File: config.mk
export PLATFORM = sky130hd
export DESIGN_NAME = gpio_bank
export DESIGN_NICKNAME = d
export VERILOG_FILES = /design/src/rtl/gpio_bank_pkg.sv /design/src/rtl/gpio_debounce.sv /design/src/rtl/gpio_bank.sv
export SDC_FILE = /design/constraint.sdc
export NUM_CORES = 1
export LEC_CHECK = 0
export ABC_AREA = 1
export CORE_MARGIN = 8
export CORE_UTILIZATION = 51
export CTS_CLUSTER_DIAMETER = 150
export CTS_CLUSTER_SIZE = 25
export DETAILED_ROUTE_END_ITERATION = 8
export PLACE_DENSITY = 0.85
export SLEW_MARGIN = 10
export SYNTH_ARGS = -nofsm -noshare
export SYNTH_HDL_FRONTEND = slang
export SYNTH_SLANG_ARGS = --single-unit
File: constraint.sdc
create_clock -name io_clock -period 2.2 [get_ports io_clock]
set_input_delay 0.22 -clock io_clock [delete_from_list [all_inputs] [get_ports io_clock]]
set_output_delay 0.22 -clock io_clock [all_outputs]
set_load 0.05 [all_outputs]
File: src/rtl/gpio_bank_pkg.sv
// Shared constants for the GPIO bank: register indices and bus data width.
package gpio_bank_pkg;

  localparam int unsigned GPIO_BUS_W = 32;

  localparam logic [2:0] GPIO_REG_IN       = 3'd0;
  localparam logic [2:0] GPIO_REG_OUT      = 3'd1;
  localparam logic [2:0] GPIO_REG_OE       = 3'd2;
  localparam logic [2:0] GPIO_REG_RISE_EN  = 3'd3;
  localparam logic [2:0] GPIO_REG_FALL_EN  = 3'd4;
  localparam logic [2:0] GPIO_REG_PENDING  = 3'd5;
  localparam logic [2:0] GPIO_REG_IRQ_MASK = 3'd6;
  localparam logic [2:0] GPIO_REG_RSVD     = 3'd7;

endpackage

File: src/rtl/gpio_debounce.sv
// Single-pin input conditioner: two-flop synchroniser followed by a stability filter.
module gpio_debounce #(
  parameter int unsigned DEBOUNCE_CYCLES = 16
) (
  input  logic clk_i,
  input  logic rst_ni,
  input  logic pin_i,
  output logic filtered_o
);

  localparam int unsigned CntW = ($clog2(DEBOUNCE_CYCLES + 1) < 1) ? 1 :
                                 $clog2(DEBOUNCE_CYCLES + 1);
  localparam logic [CntW-1:0] CntMax = CntW'(DEBOUNCE_CYCLES - 1);

  logic            sync1_q, sync2_q;
  logic            filt_q, filt_d;
  logic [CntW-1:0] cnt_q, cnt_d;

  // Counter only runs while the synchronised input disagrees with the filtered value.
  always_comb begin
    cnt_d  = cnt_q;
    filt_d = filt_q;
    if (sync2_q == filt_q) begin
      cnt_d = '0;
    end else if (cnt_q == CntMax) begin
      filt_d = sync2_q;
      cnt_d  = '0;
    end else begin
      cnt_d = cnt_q + 1'b1;
    end
  end

  always_ff @(posedge clk_i) begin
    if (!rst_ni) begin
      sync1_q <= 1'b0;
      sync2_q <= 1'b0;
      filt_q  <= 1'b0;
      cnt_q   <= '0;
    end else begin
      sync1_q <= pin_i;
      sync2_q <= sync1_q;
      filt_q  <= filt_d;
      cnt_q   <= cnt_d;
    end
  end

  assign filtered_o = filt_q;

endmodule

File: src/rtl/gpio_bank.sv
// Parametrised GPIO bank: registered pad outputs, debounced inputs, edge interrupts
// with sticky write-1-to-clear pending bits, behind a single-cycle valid/ready bus.
module gpio_bank
  import gpio_bank_pkg::*;
#(
  parameter int unsigned        GPIO_NO         = 4,
  parameter int unsigned        DEBOUNCE_CYCLES = 16,
  parameter logic [GPIO_NO-1:0] RESET_OE        = '0
) (
  input  logic                  io_clock,
  input  logic                  io_reset,
  input  logic [GPIO_NO-1:0]    io_pins_read,
  output logic [GPIO_NO-1:0]    io_pins_write,
  output logic [GPIO_NO-1:0]    io_pins_writeEnable,
  input  logic                  io_bus_valid,
  input  logic                  io_bus_write,
  input  logic [2:0]            io_bus_addr,
  input  logic [GPIO_BUS_W-1:0] io_bus_wdata,
  output logic [GPIO_BUS_W-1:0] io_bus_rdata,
  output logic                  io_bus_ready,
  output logic                  io_irq
);

  logic [GPIO_NO-1:0] filtered;

  for (genvar i = 0; i < GPIO_NO; i++) begin : g_pin
    gpio_debounce #(
      .DEBOUNCE_CYCLES(DEBOUNCE_CYCLES)
    ) u_debounce (
      .clk_i     (io_clock),
      .rst_ni    (io_reset),
      .pin_i     (io_pins_read[i]),
      .filtered_o(filtered[i])
    );
  end

  logic [GPIO_NO-1:0]    out_q, out_d, oe_q, oe_d;
  logic [GPIO_NO-1:0]    rise_en_q, rise_en_d, fall_en_q, fall_en_d;
  logic [GPIO_NO-1:0]    pending_q, pending_d, mask_q, mask_d;
  logic [GPIO_NO-1:0]    filt_dly_q;
  logic [GPIO_BUS_W-1:0] rdata_q, rdata_d;
  logic                  ready_q, irq_q, irq_d;

  logic                  wr_en;
  logic [GPIO_NO-1:0]    wd, w1c, evt, rd_sel;
  logic                  unused_wdata;

  assign wr_en        = io_bus_valid & io_bus_write;
  assign wd           = io_bus_wdata[GPIO_NO-1:0];
  assign unused_wdata = ^io_bus_wdata;
  assign evt          = (filtered & ~filt_dly_q & rise_en_q) |
                        (~filtered & filt_dly_q & fall_en_q);

  always_comb begin
    out_d     = out_q;
    oe_d      = oe_q;
    rise_en_d = rise_en_q;
    fall_en_d = fall_en_q;
    mask_d    = mask_q;
    w1c       = '0;
    if (wr_en) begin
      case (io_bus_addr)
        GPIO_REG_OUT:      out_d     = wd;
        GPIO_REG_OE:       oe_d      = wd;
        GPIO_REG_RISE_EN:  rise_en_d = wd;
        GPIO_REG_FALL_EN:  fall_en_d = wd;
        GPIO_REG_PENDING:  w1c       = wd;
        GPIO_REG_IRQ_MASK: mask_d    = wd;
        default: ;
      endcase
    end
    // A new event wins over a simultaneous clear.
    pending_d = (pending_q & ~w1c) | evt;

    case (io_bus_addr)
      GPIO_REG_IN:       rd_sel = filtered;
      GPIO_REG_OUT:      rd_sel = out_q;
      GPIO_REG_OE:       rd_sel = oe_q;
      GPIO_REG_RISE_EN:  rd_sel = rise_en_q;
      GPIO_REG_FALL_EN:  rd_sel = fall_en_q;
      GPIO_REG_PENDING:  rd_sel = pending_q;
      GPIO_REG_IRQ_MASK: rd_sel = mask_q;
      default:           rd_sel = '0;
    endcase
    rdata_d = io_bus_valid ? GPIO_BUS_W'(rd_sel) : '0;
    irq_d   = |(pending_q & mask_q);
  end

  always_ff @(posedge io_clock) begin
    if (!io_reset) begin
      out_q      <= '0;
      oe_q       <= RESET_OE;
      rise_en_q  <= '0;
      fall_en_q  <= '0;
      pending_q  <= '0;
      mask_q     <= '0;
      filt_dly_q <= '0;
      rdata_q    <= '0;
      ready_q    <= 1'b0;
      irq_q      <= 1'b0;
    end else begin
      out_q      <= out_d;
      oe_q       <= oe_d;
      rise_en_q  <= rise_en_d;
      fall_en_q  <= fall_en_d;
      pending_q  <= pending_d;
      mask_q     <= mask_d;
      filt_dly_q <= filtered;
      rdata_q    <= rdata_d;
      ready_q    <= io_bus_valid;
      irq_q      <= irq_d;
    end
  end

  assign io_pins_write       = out_q;
  assign io_pins_writeEnable = oe_q;
  assign io_bus_rdata        = rdata_q;
  assign io_bus_ready        = ready_q;
  assign io_irq              = irq_q;

endmodule

# Yosys cells after proc, flatten, opt, wreduce, memory -nomap -nowiden
# Index checks and enable logic that the tools add are counted.
dict set report word_totals {
  reg_bits 94
  output_inout_bits 42
  wordCells 81
}
dict set report op_classes {
  add_sub_neg 4
  n_eq_ne 14
  muxes 3
  bitwise_logic 17
  reduce_logical 16
}
# cell n
set ops {}
lappend ops {{4-bit one-hot mux with 7 select lines} 1}
lappend ops {{4-bit bitwise AND} 6}
lappend ops {{5-bit by 1-bit adder with 5-bit output, second input constant} 4}
lappend ops {{5-bit by 4-bit == test with 1-bit output, second input constant} 4}
lappend ops {{2-bit AND reduction} 10}
lappend ops {{4-bit inverter} 3}
lappend ops {{3-bit OR reduction} 4}
lappend ops {{3-bit == test, second input constant} 3}
lappend ops {{4-bit 2-to-1 mux} 2}
lappend ops {{4-bit OR} 2}
lappend ops {{3-bit by 2-bit == test with 1-bit output, second input constant} 2}
lappend ops {{1-bit inverter} 5}
lappend ops {{1-bit == test} 4}
lappend ops {{4-bit OR reduction} 1}
lappend ops {{3-bit by 1-bit == test with 1-bit output, second input constant} 1}
lappend ops {{3-bit zero test} 1}
lappend ops {{1-bit bitwise AND} 1}

# Depth between registers and ports, before layout
dict set report depth {
  word_depth 6
  ltp_mapped 7
  ltp_nobuf 7
}

# Cells and area by module
# A second synthesis with hierarchy kept.
dict set report unflattened {
  hier_cells 400
  hier_area_um2 3005.4
}
# module instances cells_each area_per_inst_um2
set by_module_without_submodules {}
lappend by_module_without_submodules {gpio_bank 1 252 1754.2}
lappend by_module_without_submodules {gpio_debounce 4 37 312.8}

# Least setup slack after synthesis
# OpenSTA, ideal clock, no wires.
dict set report synth_path {
  kind {register -> register}
  startpoint {reg g_pin[3].u_debounce.cnt_q[0]}
  endpoint {reg g_pin[3].u_debounce.cnt_q[2]}
  setup_time_ns 0.080
  arrival_time_ns 1.153
  required_ns 2.120
  setup_slack_ns 0.967
  path_stages_with_launch 8
  path_buffers 0
  synth_period_minus_slack_ns 1.233
  path_cell_list {dfxtp_1 ha_1 nand2_1 nor2_1 ha_1 inv_1 nand3_1 nor3b_1}
}
dict set report synth_via {
  elab_chain_len 2
}
# element line
set synth_rtl {}
lappend synth_rtl {{from (decl)} gpio_debounce.sv:17} ;# logic [CntW-1:0] cnt_q, cnt_d;
lappend synth_rtl {{from (signal assigned)} gpio_debounce.sv:43} ;# cnt_q <= cnt_d;
lappend synth_rtl {{parallel branches: the longest is 2 deep, another holds 5-bit by 1-bit adder with 5-bit output} n/a}
# Several ways; the timed one is not identified.
# A chain may end at the register's enable or synchronous reset.

# Worst setup path in the final report
dict set report layout_path {
  startpoint {reg out_q[0] (netlist: io_pins_write[0])}
  endpoint {out io_pins_write[0]}
}
# element line
set layout_lines {}
lappend layout_lines {{from (decl)} gpio_bank.sv:37} ;# logic [GPIO_NO-1:0] out_q, out_d, oe_q, oe_d;
lappend layout_lines {{from (signal assigned)} gpio_bank.sv:102} ;# out_q <= out_d;
lappend layout_lines {{to (decl)} gpio_bank.sv:13} ;# output logic [GPIO_NO-1:0] io_pins_write,
# No word-level cell between the ends.

==> metrics list <==
- Final critical-path share of the clock period: 79.62%
* Clock transition at the registers of the reported paths: 0.08 ns
* Number of buffers added to fix hold violations after cts: 0
* Setup crit start kind: register
- For this run, global-route usage on met3 was measured as 5.906%.
- Number of standard cells in the layout, taps in and fillers out: 502
* Skew final: 0.008003 ns
- TritonCTS built the clock tree.
- Wires add up to 6174 um.
- Total Die Area: 8552 um^2
- Count of mapped cells out of synthesis: 389
- Internal reg-to-reg setup slack: 0.79 ns
- Depth of the CTS H-tree: 3
- Die Wd: 92.48 um
* Unrepaired setup endpoints after global routing: false
- Maximum number of pins on one net before global-route repair: 16
- IR analysis of the VDD net gives a maximum drop of 506.9 uV.
- The most used flip-flop cell after synthesis is sky130_fd_sc_hd__dfxtp_1.
- Subtracting the final worst setup slack from the clock period gives 1.752 ns.
* Post-route worst hold slack: 0.3977 ns
- Xor-xnor portion of the synthesized cell area: 1.174%
* Number of synthesized register bits: 66
- Static timing analysis puts the maximum clock frequency at 570.9 MHz.
- Of all nets on the critical path, the largest fanout is 3.
* Slowest cell on the critical path: sky130_fd_sc_hd__clkdlybuf4s50_1
- For this run, the post-layout net count is 473.
* Final-layout setup total negative slack: 0 ns
- In this run, synthesis inferred 0 flip-flops with an integrated enable.
- Result of the run: finished clean
- Data on the critical path is required at its endpoint by 1.98 ns.
* Filler cell count in the final layout: 528
* Class of the most critical hold timing path: in2reg
- Prior to clock tree synthesis, the placed netlist has a worst setup slack of 0.2946 ns.
- Leaving out fill and tap cells, the most frequent cell in the layout is sky130_fd_sc_hd__nand2_1.
- Sort of element at the end of the critical path: output pin
- The synthesized netlist devotes 3.356% of its cell area to adder and majority cells.
- After synthesis, the largest family of logic cells by area is simple AND/OR/NAND/NOR gates.
* Antenna cell count: 0
- The synthesized netlist devotes 25.92% of its cell area to simple gates.
* Number of post-CTS setup repair buffers: 0
- The number of buffers and inverters on the critical path is 1.
- After detailed routing, the average wire length per cell comes to 12.30 um.
- Global routing consumed, on the met1 layer, 17.96% of the routing resources.
* Antenna Violating Nets Remaining: 0
- Counting flops with an async set or reset pin after synthesis yields a share of 0%.
* Via density per instance: 4.912
- Deepest clock path buffer count: 2
* Synth Cell Area: 2983 um^2
* Iteration-0 DRC count of the detailed router: 296
* Number of library cell types mapped by synthesis: 24
- # rows: 28
* DR vias: 2,466
* Top library cells by usage in the layout, fill and taps aside: sky130_fd_sc_hd__nand2_1 (69), sky130_fd_sc_hd__dfxtp_1 (66), sky130_fd_sc_hd__inv_1 (49)
- Tightest slew margin relative to the limit: 57.57%
- Max-slew violation count: 0
- Fraction of the mapped netlist area in compound gates: 9.144%
- Standard cell core area: 5781 um^2
- Input and output buffers added on the ports amount to 28.
- Endpoints failing hold: 0
* Post-placement cell count: 486
- The largest single stage delay on the critical path is 0.82 ns.
- For this run, the register share of the synthesized area comes to 44.30%.
* Mux cell area share after synthesis: 0%
- Worst-Skew Late Latency: 0.35 ns
* Number of search-and-repair iterations in the first detailed-routing pass: 5
- Detailed placement finished with a half-perimeter wire length of 4448 um.
* Vias in the first global route: 2,306
- Once the floorplan was initialized, standard cells occupied 51.60% of the core.
- Worst Max-Slew Pin Slew: 0.6345 ns
- After detailed routing, the number of remaining DRC violations is 0.
- Pin placement for this block handled 85 I/O pins.
- Dividing the synthesized area by the synthesized cell count gives 7.668 um^2.
- Setup violations remaining at the end of the flow were counted as 0.
- Die height: 92.48 um
* GRT Max-Usage Layer: met2
* Routing usage on met2: 24.37%
- For this run, the total global-route usage over all layers was measured as 15.40%.
* Inserted Clock Buffers: 9
- Number of antenna violations at the first check in global routing: 0
* Area of the multi-input gates: 1286 um^2
- Cell-by-cell listing of the critical path: clkdlybuf4s50_1
- STA puts the critical path data arrival time at 1.53 ns.
- Congestion Overflow GR: 0
- The congestion estimate from routability-driven global placement came to 0.9282.
- The area growth from synthesis to layout is 15.65%.
- Summed over all cells, the static leakage comes to 1.436 nW.
* Yosys warning count: 0
- CTS saw 66 sinks.
- The sequential cells in the finished layout cover a total of 1321 um^2.
- The critical path in this run is classified as reg2out.
- The number of gates resized after CTS was 0.
- The first global-routing pass estimated 10,550 um of wire.
- Crit-path leading delay family: buffers and inverters
* Final worst slack: 0.4484 ns
- Power per cell area: 757.5 nW/um^2
- Root buffer cell: sky130_fd_sc_hd__clkbuf_8
* Fraction of layout instances using a drive strength above 1: 8.197%
- Number of maximum-capacitance constraint violations: 0
==> logic make-up after synthesis <==
kind of cell / count (synthesis)
flops: 66
buf+inv: 91
simple gates: 166
other cells: 1
xor+xnor: 4
compound gates: 53
fa+ha+maj: 8
==> sequential cells by signal (all words and copies together), names as in the netlist <==
name                         count
fall_en_q                        4
filt_dly_q                       4
g_pin.u_debounce.cnt_q          20
g_pin.u_debounce.filtered_o      4
g_pin.u_debounce.sync1_q         4
g_pin.u_debounce.sync2_q         4
io_bus_rdata                     4
io_bus_ready                     1
io_irq                           1
io_pins_write                    4
io_pins_writeEnable              4
mask_q                           4
pending_q                        4
rise_en_q                        4
==> through the flow <==
step           area [um^2]  utilization (%)  total power [mW]
6_report              3450            59.68             2.613
5_1_grt               3450            59.68             2.712
4_1_cts               3450            59.68             2.633
3_5_place_dp          3222            55.74             1.495
3_3_place_gp          3222            55.74             1.492
2_1_floorplan         3084                -             1.478
==> metal layers <==
| metal | share of wire [%] | wire (um) |
|---|---|---|
| met4 | 1.9 | 116 |
| met5 | 0 | 0 |
| met1 | 43 | 2636 |
| met3 | 10 | 615 |
| met2 | 45 | 2805 |
==> tightest hold or removal path, delay by kind of cell <==
kind	cells	cell delay, ns
buffers and inverters	2	0.42
AND/OR/NAND/NOR	1	0.06
==> Yosys cell counts, types with 8 or more instances <==
master | n | area (um^2)
sky130_fd_sc_hd__nand2_1 | 69 | 259.0
sky130_fd_sc_hd__nand3_1 | 18 | 90.09
sky130_fd_sc_hd__dfxtp_1 | 66 | 1321
sky130_fd_sc_hd__inv_1 | 49 | 183.9
sky130_fd_sc_hd__buf_4 | 29 | 217.7
sky130_fd_sc_hd__ha_1 | 8 | 100.1
sky130_fd_sc_hd__nand4_1 | 20 | 125.1
sky130_fd_sc_hd__nor2_1 | 45 | 168.9
sky130_fd_sc_hd__o21ai_0 | 22 | 110.1
sky130_fd_sc_hd__a21oi_1 | 27 | 135.1
==> layout make-up <==
class	instances	share of cell area (%)
clock buffer	10	3.990
sequential	66	38.30
clock inverter	6	2.612
multi-input combinational	259	37.29
tap	75	2.720
timing repair buffer	34	9.431
inverter	52	5.658
==> report_power, final <==
part           switching [mW]  internal, mW
Clock                   0.470         0.670
Combinational           0.198        0.0523
Sequential             0.0108          1.21
==> path summary, 6_finish.rpt <==
kind | endpoint | start | cells after the start
worst max-delay path | io_pins_write[0] | io_pins_write[0] | 1
worst min-delay path | g_pin[3].u_debounce.sync1_q | io_pins_read[3] | 3
worst max register to register | g_pin[2].u_debounce.cnt_q[2] | g_pin[2].u_debounce.cnt_q[0] | 7
worst min register to register | g_pin[3].u_debounce.sync2_q | g_pin[3].u_debounce.sync1_q | 2
Power figures use the tool's default switching activity.
